<file path="src/rtl/frame_deserializer_pkg.sv">
// Shared definitions for the frame deserializer: receiver state encoding and default word width.
package frame_deserializer_pkg;

  localparam int WIDTH_DEFAULT = 4;

  typedef enum logic [1:0] {
    IDLE = 2'd0,
    DATA = 2'd1,
    STOP = 2'd2
  } state_t;

endpackage

</file>
<file path="src/rtl/frame_deserializer_sipo_shift_reg.sv">
// Serial-in/parallel-out register: shifts left with the new bit entering bit 0, holds otherwise.
module sipo_shift_reg #(
  parameter int WIDTH = 4
) (
  input  logic             Clk,
  input  logic             ResetB,
  input  logic             ShiftEn,
  input  logic             Sin,
  output logic [WIDTH-1:0] Pout
);

  logic [WIDTH-1:0] word_q;

  always_ff @(posedge Clk or negedge ResetB) begin
    if (!ResetB) begin
      word_q <= '0;
    end else if (ShiftEn) begin
      word_q <= {word_q[WIDTH-2:0], Sin};
    end
  end

  assign Pout = word_q;

endmodule

</file>
<file path="src/rtl/frame_deserializer.sv">
// Frame receiver: start bit, WIDTH data bits MSB first, stop bit; single-slot output with
// valid/ready handshake, frame-error and overrun pulses.
module frame_deserializer
  import frame_deserializer_pkg::*;
#(
  parameter int WIDTH = WIDTH_DEFAULT
) (
  input  logic             Clk,
  input  logic             ResetB,
  input  logic             BitEn,
  input  logic             Sin,
  input  logic             DoutReady,
  output logic [WIDTH-1:0] Dout,
  output logic             DoutValid,
  output logic             FrameErr,
  output logic             Overrun,
  output logic             Busy
);

  localparam int CntW = $clog2(WIDTH + 1);

  state_t           state_q;
  logic [CntW-1:0]  bitCnt_q;
  logic [WIDTH-1:0] dout_q;
  logic             doutValid_q;
  logic             frameErr_q;
  logic             overrun_q;
  logic [WIDTH-1:0] shiftWord;

  logic shiftEn_d;
  logic lastBit_d;
  logic accept_d;

  assign shiftEn_d = BitEn && (state_q == DATA);
  assign lastBit_d = (bitCnt_q == CntW'(WIDTH - 1));
  // A finished word can land if the slot is empty or is being drained on this same edge.
  assign accept_d  = !doutValid_q || DoutReady;

  sipo_shift_reg #(
    .WIDTH(WIDTH)
  ) u_sipo (
    .Clk    (Clk),
    .ResetB (ResetB),
    .ShiftEn(shiftEn_d),
    .Sin    (Sin),
    .Pout   (shiftWord)
  );

  always_ff @(posedge Clk or negedge ResetB) begin
    if (!ResetB) begin
      state_q     <= IDLE;
      bitCnt_q    <= '0;
      dout_q      <= '0;
      doutValid_q <= 1'b0;
      frameErr_q  <= 1'b0;
      overrun_q   <= 1'b0;
    end else begin
      frameErr_q <= 1'b0;
      overrun_q  <= 1'b0;
      if (doutValid_q && DoutReady) begin
        doutValid_q <= 1'b0;
      end
      if (BitEn) begin
        case (state_q)
          IDLE: begin
            if (!Sin) begin
              state_q  <= DATA;
              bitCnt_q <= '0;
            end
          end
          DATA: begin
            bitCnt_q <= bitCnt_q + CntW'(1);
            if (lastBit_d) begin
              state_q <= STOP;
            end
          end
          STOP: begin
            state_q <= IDLE;
            if (Sin) begin
              if (accept_d) begin
                dout_q      <= shiftWord;
                doutValid_q <= 1'b1;
              end else begin
                overrun_q <= 1'b1;
              end
            end else begin
              frameErr_q <= 1'b1;
            end
          end
          default: state_q <= IDLE;
        endcase
      end
    end
  end

  assign Dout      = dout_q;
  assign DoutValid = doutValid_q;
  assign FrameErr  = frameErr_q;
  assign Overrun   = overrun_q;
  assign Busy      = (state_q != IDLE);

endmodule

</file>
<file path="config.mk">
export PLATFORM = sky130hd
export DESIGN_NAME = frame_deserializer
export DESIGN_NICKNAME = d
export VERILOG_FILES = /design/src/rtl/frame_deserializer_pkg.sv /design/src/rtl/frame_deserializer_sipo_shift_reg.sv /design/src/rtl/frame_deserializer.sv
export SDC_FILE = /design/constraint.sdc
export NUM_CORES = 1
export LEC_CHECK = 0
export CORE_UTILIZATION = 35
export CTS_CLUSTER_SIZE = 24
export DETAILED_ROUTE_END_ITERATION = 6
export PLACE_DENSITY = 0.58
export SYNTH_ARGS = -nofsm -noshare
export SYNTH_HDL_FRONTEND = slang
export SYNTH_HIERARCHICAL = 1
export SYNTH_SLANG_ARGS = --single-unit
</file>
<file path="constraint.sdc">
create_clock -name Clk -period 1.44 [get_ports Clk]
set_input_delay 0.216 -clock Clk [delete_from_list [all_inputs] [get_ports Clk]]
set_output_delay 0.216 -clock Clk [all_outputs]
set_load 0.05 [all_outputs]
</file>
==> results_dict.tcl, run 1 <==
set metrics [dict create \
    outcome "complete, no violations" \
    synthesized_area_fraction_occupied_by_adder_cells_pct 3.76 \
    synth.largest_area_cell "sky130_fd_sc_hd__dfrtp_1" \
    clock_sink_count 16 \
    grt_pass1_vias 440 \
    timing.hold.ws_ns 0.232 \
    hold_viol 0 \
    dominantRegCellSynth "sky130_fd_sc_hd__dfrtp_1" \
    area_of_combinational_cells_with_multiple_inputs_sq_um 245 \
    tritoncts "yes" \
    powerDensity_mw_per_mm2 1770 \
    detail_route.wirelength_um 1050 \
    switching_share_pct 33.1 \
    cp_top_family "flip-flops" \
    hpwlAfterDp_um 780 \
    io_buffer_count 12 \
    grt_max_degree 17 \
    p_int_w 0.00114 \
    arr_time_crit_path_ns 1.16 \
    fin_worst_skew_ns 0.00877 \
    timing.final.crit_share_pct 95.6 \
    cp_class "reg -> out" \
    initial_utilization_pct 38.1 \
    number_of_synthesized_flops_with_an_enable_pin 0 \
    floorplan.rows 15 \
    finish.utilization_pct 54.8 \
    timing.max_slew.rel_slack_pct 75.1 \
    fill_cells 161 \
    antenna_violations_before_repair 0 \
    syn-num-nets 56 \
    crit_required_ns 1.22 \
    clkTransAtPathRegs_ns 0.09 \
    routability_congestion 0.684 \
    cts.root.buffer_cell "sky130_fd_sc_hd__clkbuf_4" \
    synth_simple_gate_area_share_pct 11.7 \
    min_path_type "in -> async" \
    grtUsageTotal_pct 13.0 \
    netlist_area_sq_um 666 \
    cts_hold_repair.buffers 0 \
    setup_viol 0 \
    cell_variety_after_synth 16 \
    power.share.clock_pct 16.9 \
    layout.nets 80 \
    post_synth_xor_area_fraction_pct 0 \
    antenna_violating_nets_post_route 0 \
    wire_length_of_the_first_global_routing_pass_um 1820 \
    count_of_tritonroute_iterations_in_the_first_routing_pass 4 \
    synth.mux.area_fraction_pct 15.2 \
    area.sequential_sq_um 402 \
    yosys.cell_count.top_type "sky130_fd_sc_hd__dfrtp_1" \
    floorplan.die.height_um 45.6 \
    antenna_cells 0 \
    synth.top_cell.area_share_pct 60.2 \
    yosys-top-cells-area "sky130_fd_sc_hd__dfrtp_1 (60%), sky130_fd_sc_hd__mux2_2 (15%), sky130_fd_sc_hd__a22o_1 (3.9%)" \
    path_max_fanout 4 \
    synth-seq-cells 16 \
    routed_wire_length_per_instance_um 10.8 \
    synth_seq_area_share_pct 60.2 \
    die-area_sq_mm 0.00208 \
    timing.critical_path.buf_inv 1 \
    synthArstFlopShare_pct 100 \
    syn-instance-count 49 \
    p_comb_share_pct 41.8 \
    worst_path_max_delay_cell "sky130_fd_sc_hd__dfrtp_1" \
    synthesis.area_per_instance_sq_um 13.6 \
    switchingPower_w 0.000561 \
    drcViolationCount 0 \
    nature_of_the_critical_path_endpoint "primary output" \
    crit_path_cell_trace "or2_2, buf_6" \
    drt-initial-drc-count 4 \
    synth_top_family_by_area "multiplexers" \
    fmax_mhz 726 \
    top_cells_by_count_synth "sky130_fd_sc_hd__dfrtp_1 (16), sky130_fd_sc_hd__mux2_2 (9), sky130_fd_sc_hd__inv_1 (4)" \
    grt_setup_unrepaired "false" \
    syn2layout_area_growth_pct 43.6 \
    grt_remaining_overflow 0 \
    synth_compound_gate_area_share_pct 6.20 \
    vias 416 \
    vias_per_cell 4.29 \
    layout-drive-gt1-share_pct 45.8 \
    static-leakage-power_nw 0.475 \
    category_of_the_worst_setup_path_launch_point "flop" \
    synth-warning-count 6 \
    floorplan.core_area_sq_mm 0.00175 \
    worst_path_largest_cell_delay_ns 0.41 \
    final-max-slew-violation-count 0 \
    sequentialPowerShare_pct 41.3 \
    chipWidth_um 45.6 \
    ctsHtreeMaxLevel 1 \
    final_period_minus_worst_setup_slack_ns 1.38 \
    cts-buffers-inserted 3 \
    max_cap_violations 0 \
    worst_slew_pin_slew_ns 0.370 \
    boundaryPins 13 \
    power.ir.vdd_worst_uv 760 \
    ctsLongestPathBuffers 2 \
    clock_insertion_delay_worst_skew_ns 0.28 \
]
[timing repair]
item,4_1_cts,5_1_grt
resized for setup,1,1
gates cloned,0,0
setup buffers,3,0
endpoints found under the hold margin,0,0
endpoints found under the setup margin,1,1
[stage by stage]
stage               TNS (ns)  power (W)  cell area (sq um)  instances  setup slack (ns)
global route               0    0.00183                956         97            0.0111
global placement       -1.17    0.00136                892         90            -0.146
finish                     0    0.00170                956         97            0.0633
detailed placement     -1.55    0.00137                892         90            -0.184
floorplan                  0    0.00111                666         49            0.0712
CTS                        0    0.00171                952         97            0.0187
[cells in the final DEF (no fill, tap or decap)]
cell type	netlist	layout
sky130_fd_sc_hd__clkbuf_8	0	1
sky130_fd_sc_hd__clkbuf_4	0	3
sky130_fd_sc_hd__nand2_1	2	2
sky130_fd_sc_hd__clkdlybuf4s50_1	0	4
sky130_fd_sc_hd__o21ai_0	3	3
sky130_fd_sc_hd__a22o_1	3	3
sky130_fd_sc_hd__buf_4	0	10
sky130_fd_sc_hd__and3b_1	1	1
sky130_fd_sc_hd__and3_1	1	1
sky130_fd_sc_hd__or2_2	1	1
sky130_fd_sc_hd__dfrtp_2	0	1
sky130_fd_sc_hd__nor2b_1	1	1
sky130_fd_sc_hd__nor2_1	2	2
sky130_fd_sc_hd__nand4b_2	1	1
sky130_fd_sc_hd__mux2_2	9	9
sky130_fd_sc_hd__buf_6	0	1
sky130_fd_sc_hd__inv_1	4	4
sky130_fd_sc_hd__ha_1	2	2
sky130_fd_sc_hd__nand2b_1	1	1
sky130_fd_sc_hd__buf_12	0	5
sky130_fd_sc_hd__dfrtp_1	16	15
sky130_fd_sc_hd__nor2b_4	1	1
[final timing paths]
kind                       slack (ns)                    start                    endpoint  cells past startpoint
max reg2reg                      0.09   state_q[1]$_DFFE_PN0P_  u_sipo/Pout[2]$_DFFE_PN0P_                      3
min reg2reg                      0.51  bitCnt_q[2]$_DFFE_PN0P_     bitCnt_q[2]$_DFFE_PN0P_                      1
max in group asynchronous        1.02                   ResetB      state_q[1]$_DFFE_PN0P_                      2
max                              0.06   state_q[0]$_DFFE_PN0P_                        Busy                      2
min                              0.23                   ResetB      state_q[1]$_DFFE_PN0P_                      2
min in group Clk                 0.51  bitCnt_q[2]$_DFFE_PN0P_     bitCnt_q[2]$_DFFE_PN0P_                      1
[power groups by stage]
stage / Sequential (W) / Clock [W] / Combinational, W
6_report: 0.000701 / 0.000287 / 0.000709
5_1_grt: 0.000725 / 0.000324 / 0.000785
4_1_cts: 0.000703 / 0.000300 / 0.000705
3_5_place_dp: 0.000724 / 0 / 0.000650
3_3_place_gp: 0.000722 / 0 / 0.000642
2_1_floorplan: 0.000781 / 0 / 0.000331
[cells by family (layout without fill, tap and decap cells)]
logic type               count (synthesis)  in the layout
multiplexers                             9              9
AO/OA/AOI/OAI                            6              6
buffers and inverters                    5             28
adder cells (fa/ha/maj)                  2              2
AND/OR/NAND/NOR                         11             11
flip-flops                              16             16
[state kept, by name, summed over array words and instances, names as in the netlist]
| name | flops |
|---|---|
| state_q | 2 |
| Overrun | 1 |
| u_sipo/Pout | 4 |
| Dout | 4 |
| FrameErr | 1 |
| bitCnt_q | 3 |
| DoutValid | 1 |
[metal layers]
layer | vias to the layer above | part of all wire [%] | wire length, um | global-route usage (%)
met5 | - | 0 | 0 | 0
met4 | 0 | 0 | 0 | 3.64
met3 | 0 | 5.5 | 58 | 7.14
met2 | 12 | 47 | 493 | 20.9
met1 | 190 | 47 | 498 | 14.9
li1 | 214 | - | - | -
[cell type report]
cell class	count	area share (%)
repair buffers	20	23.7
flip-flops and latches	16	42.0
multi-input cells	28	25.7
well taps	25	3.27
inverters	4	1.57
clock buffers	4	3.80
(Power assumes the default switching activity.)
==> run 2: changes to the inputs <==
--- a/config.mk
+++ b/config.mk
@@ -9,6 +9,7 @@
 export CTS_CLUSTER_SIZE = 24
 export DETAILED_ROUTE_END_ITERATION = 6
 export PLACE_DENSITY = 0.58
+export SETUP_SLACK_MARGIN = 0.15
 export SYNTH_ARGS = -nofsm -noshare
 export SYNTH_HDL_FRONTEND = slang
 export SYNTH_HIERARCHICAL = 1
==> run 2 against run 1 <==
Via count increased by 5.3%. Combinational power grew 17%. Sequential power up 0.9%. Cell area rose by 5.0%. Clock power is 17% lower. Critical endpoint unchanged. Largest cell class unchanged. Largest power group unchanged.
==> results_dict.tcl, run 2 (synthesis gave the netlist of run 1 again) <==
set metrics [dict create \
    fin_worst_skew_ns 0.00789 \
    min_path_type "in -> async" \
    floorplan.core_area_sq_mm 0.00175 \
    cts.root.buffer_cell "sky130_fd_sc_hd__clkbuf_4" \
    layout.cells.most_common "sky130_fd_sc_hd__dfrtp_1" \
    drcViolationCount 0 \
    routability_congestion 0.690 \
    cts-buffers-inserted 3 \
    hold_viol 0 \
    nature_of_the_critical_path_endpoint "primary output" \
    outcome "complete, no violations" \
    initial_utilization_pct 38.1 \
    arr_time_crit_path_ns 1.18 \
    powerDensity_mw_per_mm2 1770 \
    grt_pass1_vias 472 \
    grt_remaining_overflow 0 \
    timing.hold.ws_ns 0.251 \
    postLayoutCellArea_sq_mm 0.00100 \
    floorplan.die.height_um 45.6 \
    p_total_w 0.00177 \
    static-leakage-power_nw 0.502 \
    crit_required_ns 1.22 \
    vias 438 \
    place_worst_setup_slack_ns -0.147 \
    wire_length_of_the_first_global_routing_pass_um 2050 \
    timing.final.crit_share_pct 97.2 \
    fmax_mhz 714 \
    post_dp_cell_area_sq_um 901 \
    cts_hold_repair.buffers 0 \
    fill_cells 143 \
    setup_viol 0 \
    layout-drive-gt1-share_pct 48.6 \
    max_cap_violations 0 \
    power.ir.vdd_worst_uv 901 \
    final-max-slew-violation-count 0 \
    antenna_violating_nets_post_route 0 \
    timing.max_slew.rel_slack_pct 79.0 \
    clock_sink_count 16 \
    worst_slew_pin_slew_ns 0.311 \
    grt_setup_unrepaired "true" \
    io_buffer_count 12 \
    count_of_tritonroute_iterations_in_the_first_routing_pass 4 \
    path_max_fanout 2 \
    final.setup.worst_slack_ns 0.0397 \
    boundaryPins 13 \
    grtUsageTotal_pct 14.7 \
    detail_route.wirelength_um 1230 \
    hpwlAfterDp_um 781 \
    final_period_minus_worst_setup_slack_ns 1.40 \
    syn2layout_area_growth_pct 50.8 \
    routed_wire_length_per_instance_um 12.4 \
    ctsLongestPathBuffers 2 \
    vias_per_cell 4.42 \
    clkTransAtPathRegs_ns 0.09 \
    floorplan.rows 15 \
    finalNonFillerCells 99 \
    die-area_sq_mm 0.00208 \
    cp_class "reg -> out" \
    category_of_the_worst_setup_path_launch_point "flop" \
    commonest_cells_after_routing_fill_and_taps_aside "sky130_fd_sc_hd__dfrtp_1 (14), sky130_fd_sc_hd__buf_4 (10), sky130_fd_sc_hd__mux2_2 (5), sky130_fd_sc_hd__buf_12 (5)" \
    grt_max_degree 17 \
    chipWidth_um 45.6 \
    antenna_violations_before_repair 0 \
    clock_insertion_delay_worst_skew_ns 0.28 \
    ctsHtreeMaxLevel 1 \
    dpl.cell_count 91 \
    layout.nets 82 \
    drt-initial-drc-count 3 \
    antenna_cells 0 \
    tritoncts "yes" \
]
run 2: changes by cell type in the layout (fill, tap and decap cells not counted), sizes merged:
cell	delta
dlymetal6s2s	+1
clkdlybuf4s50	-1
buf	+2
run 2: per-stage QoR:
step | setup TNS, ns | utilization [%]
6_report | 0 | 57.5
5_1_grt | -0.00765 | 57.5
4_1_cts | 0 | 56.3
3_5_place_dp | -1.12 | 51.6
3_3_place_gp | -1.19 | 51.6
2_1_floorplan | 0 | -
run 2: power by group:
group | total, W | switching, W | internal, W
clock network | 0.000239 | 0.000132 | 0.000107
registers | 0.000707 | 0.000111 | 0.000596
logic | 0.000828 | 0.000349 | 0.000479
total | 0.00177 | 0.000591 | 0.00118
run 2: final cells by class:
| class | count | area [sq um] | share of cell area, % |
|---|---|---|---|
| clock buffer | 4 | 26.3 | 2.62 |
| timing repair buffer | 22 | 255 | 25.4 |
| sequential | 16 | 403 | 40.1 |
| inverter | 4 | 15.0 | 1.50 |
| tap | 25 | 31.3 | 3.12 |
| multi-input combinational | 28 | 273 | 27.2 |
run 2: repair_timing:
item,CTS,global route
pin swaps,1,0
gates resized for setup,11,2
endpoints found under the setup margin,6,9
hold endpoints to repair,0,0
buffers inserted,2,2
run 2: final timing paths:
kind                                         startpoint                       to  slack (ns)  cells past startpoint
worst max-delay path             state_q[0]$_DFFE_PN0P_                     Busy        0.04                      3
worst min-delay path                             ResetB   state_q[1]$_DFFE_PN0P_        0.25                      2
worst max register to register   state_q[0]$_DFFE_PN0P_      Dout[1]$_DFFE_PN0P_        0.04                      4
worst min register to register  bitCnt_q[1]$_DFFE_PN0P_  bitCnt_q[1]$_DFFE_PN0P_        0.50                      1
max in group asynchronous                        ResetB      DoutValid$_DFF_PN0_        1.00                      2
min in group Clk                                  BitEn   state_q[1]$_DFFE_PN0P_        0.28                      2
run 2: layer usage:
metal  vias up  part of all wire [%]  routed length (um)  global-route usage, %
met4         0                     0                   0                   7.27
met5         -                     0                   0                      0
met1       207                    44                 536                   16.8
met2        12                    51                 632                   23.4
met3         0                   4.8                  59                   5.95
li1        219                     -                   -                      -
run 2: worst max-delay path, cell delays in order (launching register included):
cell                      delay (ns)
sky130_fd_sc_hd__dfrtp_1        0.41
sky130_fd_sc_hd__buf_6          0.12
sky130_fd_sc_hd__or2_4          0.22
sky130_fd_sc_hd__buf_8          0.15
==> run 3: changes to the inputs <==
--- a/config.mk
+++ b/config.mk
@@ -9,6 +9,7 @@
 export CTS_CLUSTER_SIZE = 24
 export DETAILED_ROUTE_END_ITERATION = 6
 export PLACE_DENSITY = 0.58
+export REMOVE_ABC_BUFFERS = 1
 export SETUP_SLACK_MARGIN = 0.15
 export SYNTH_ARGS = -nofsm -noshare
 export SYNTH_HDL_FRONTEND = slang
==> run 3 against run 2 <==
Total power rose by 3.0%. Combinational power barely moved. Worst setup slack improved by 0.0094 ns. Count of clock-buffer cells in the layout did not move. Critical path type unchanged. Critical endpoint unchanged. Largest cell class unchanged. Highest routed layer unchanged.
==> results_dict.tcl, run 3 (synthesis gave the netlist of run 1 again) <==
set metrics [dict create \
    fill_cells 153 \
    cts.root.buffer_cell "sky130_fd_sc_hd__clkbuf_4" \
    floorplan.die.height_um 45.6 \
    clock_sink_count 16 \
    grtUsageTotal_pct 12.4 \
    antenna_violating_nets_post_route 0 \
    power.ir.vdd_worst_uv 1010 \
    path_max_fanout 2 \
    worst_path_largest_cell_delay_ns 0.41 \
    routability_congestion 0.692 \
    wire_length_of_the_first_global_routing_pass_um 1840 \
    vias 451 \
    final-max-slew-violation-count 0 \
    hold_viol 0 \
    clkTransAtPathRegs_ns 0.09 \
    finalNonFillerCells 98 \
    antenna_violations_before_repair 0 \
    dpl.cell_count 91 \
    worst-r2r-setup-slack_ns 0.07 \
    layout.nets 81 \
    initial_utilization_pct 38.1 \
    powerDensity_mw_per_mm2 1810 \
    floorplan.core_area_sq_mm 0.00175 \
    drt-initial-drc-count 3 \
    fin_worst_skew_ns 0.00529 \
    switchingPower_w 0.000592 \
    place_worst_setup_slack_ns -0.158 \
    grt_setup_unrepaired "true" \
    setup_viol 0 \
    timing.max_slew.rel_slack_pct 77.6 \
    grt_max_degree 17 \
    crit_required_ns 1.22 \
    worst_slew_pin_slew_ns 0.333 \
    count_of_tritonroute_iterations_in_the_first_routing_pass 4 \
    floorplan.rows 15 \
    grt_use_met3_pct 2.38 \
    commonest_cells_after_routing_fill_and_taps_aside "sky130_fd_sc_hd__dfrtp_1 (15), sky130_fd_sc_hd__buf_4 (9), sky130_fd_sc_hd__mux2_4 (6)" \
    ctsHtreeMaxLevel 1 \
    syn2layout_area_growth_pct 51.7 \
    final.setup.worst_slack_ns 0.0490 \
    switching_share_pct 32.4 \
    grt_util_met1_pct 15.4 \
    drcViolationCount 0 \
    routed_wire_length_per_instance_um 11.0 \
    die-area_sq_mm 0.00208 \
    arr_time_crit_path_ns 1.17 \
    hpwlAfterDp_um 802 \
    fmax_mhz 719 \
    top_usage_layer "met2" \
    final_period_minus_worst_setup_slack_ns 1.39 \
    rr_startpoint "state_q[0]$_DFFE_PN0P_" \
    boundaryPins 13 \
    tritoncts "yes" \
    postLayoutCellArea_sq_mm 0.00101 \
    p_int_w 0.00124 \
    reg2reg_to "Dout[2]$_DFFE_PN0P_" \
    min_path_type "in -> async" \
    static-leakage-power_nw 0.501 \
    post_dp_cell_area_sq_um 900 \
    grt_pass1_vias 468 \
    ctsLongestPathBuffers 2 \
    clock_insertion_delay_worst_skew_ns 0.28 \
    grt_remaining_overflow 0 \
    outcome "complete, no violations" \
    max_cap_violations 0 \
    crit_path_start "state_q[0]$_DFFE_PN0P_" \
    layout-drive-gt1-share_pct 47.9 \
    antenna_cells 0 \
    timing.final.crit_share_pct 96.6 \
    sequentialPowerShare_pct 39.2 \
    worst_setup_path_endpoint "Busy" \
    detail_route.wirelength_um 1080 \
    cp_class "reg -> out" \
    layout.cells.most_common "sky130_fd_sc_hd__dfrtp_1" \
    cts-buffers-inserted 3 \
    p_comb_share_pct 45.2 \
    io_buffer_count 12 \
    grt.met2_usage_pct 20.9 \
    rr_worst_depth 4 \
    crit_path_cell_trace "buf_6, or2_4, buf_8" \
    worst_path_max_delay_cell "sky130_fd_sc_hd__dfrtp_1" \
    category_of_the_worst_setup_path_launch_point "flop" \
    chipWidth_um 45.6 \
    power.share.clock_pct 15.6 \
    vias_per_cell 4.60 \
    nature_of_the_critical_path_endpoint "primary output" \
]
## run 3: changes by cell type in the layout (fill, tap and decap cells not counted)
| cell | delta |
|---|---|
| sky130_fd_sc_hd__buf_4 | -1 |
| sky130_fd_sc_hd__clkbuf_1 | -1 |
| sky130_fd_sc_hd__clkbuf_8 | +1 |
| sky130_fd_sc_hd__clkdlybuf4s50_1 | +1 |
| sky130_fd_sc_hd__dfrtp_1 | +1 |
| sky130_fd_sc_hd__dfrtp_2 | -1 |
| sky130_fd_sc_hd__dlymetal6s2s_1 | -1 |
| sky130_fd_sc_hd__mux2_2 | -2 |
| sky130_fd_sc_hd__mux2_4 | +2 |
## run 3: critical path, delay by kind of cell, from the launching register on
| family | cells | cell delay [ns] |
|---|---|---|
| simple gates | 1 | 0.22 |
| flops | 1 | 0.41 |
| buf+inv | 2 | 0.27 |
## run 3: repair_timing
item	CTS	global route
hold buffers	0	0
setup endpoints to repair	6	10
gates resized for setup	11	3
pin swaps	1	0
setup buffers	2	1
## run 3: power by group through the flow
stage	Combinational, W	Sequential (W)	Clock, W
global placement	0.000668	0.000716	0
finish	0.000826	0.000717	0.000284
CTS	0.000798	0.000715	0.000299
detailed placement	0.000679	0.000719	0
floorplan	0.000323	0.000781	0
global route	0.000897	0.000742	0.000320
## run 3: worst min-delay path by stage
| stage | from | to | slack (ns) | depth (start not counted) |
|---|---|---|---|---|
| 3_3_place_gp | bitCnt_q[2]$_DFFE_PN0P_ | bitCnt_q[2]$_DFFE_PN0P_ | 0.48 | 1 |
| 2_1_floorplan | ResetB | DoutValid$_DFF_PN0_ | -0.08 | 0 |
| 5_1_grt | ResetB | FrameErr$_DFF_PN0_ | 0.25 | 2 |
| 3_5_place_dp | bitCnt_q[2]$_DFFE_PN0P_ | bitCnt_q[2]$_DFFE_PN0P_ | 0.49 | 1 |
| 4_1_cts | ResetB | FrameErr$_DFF_PN0_ | 0.25 | 2 |
| 6_report | ResetB | state_q[0]$_DFFE_PN0P_ | 0.25 | 2 |
## run 3: cell type report
cell class,instances,area [sq um],area share [%]
multi-input combinational,28,280,27.8
clock buffer,4,36.3,3.59
tap,25,31.3,3.10
sequential,16,402,39.8
inverter,4,15.0,1.49
timing repair buffer,21,245,24.3
## run 3: metal layers
metal  wire length, um  vias up  part of all wire (%)
met2               531        9                    49
met5                 0        -                     0
met1               513      228                    47
met3                36        0                   3.3
li1                  -      214                     -
met4                 0        0                     0
## run 3: per-stage QoR
stage	TNS (ns)	utilization, %	power, W	hold WS, ns
2_1_floorplan	0	-	0.00110	-0.0796
3_3_place_gp	-1.17	51.5	0.00138	0.483
3_5_place_dp	-1.28	51.5	0.00140	0.485
4_1_cts	0	56.8	0.00181	0.247
5_1_grt	0	57.8	0.00196	0.251
6_report	0	57.8	0.00183	0.248
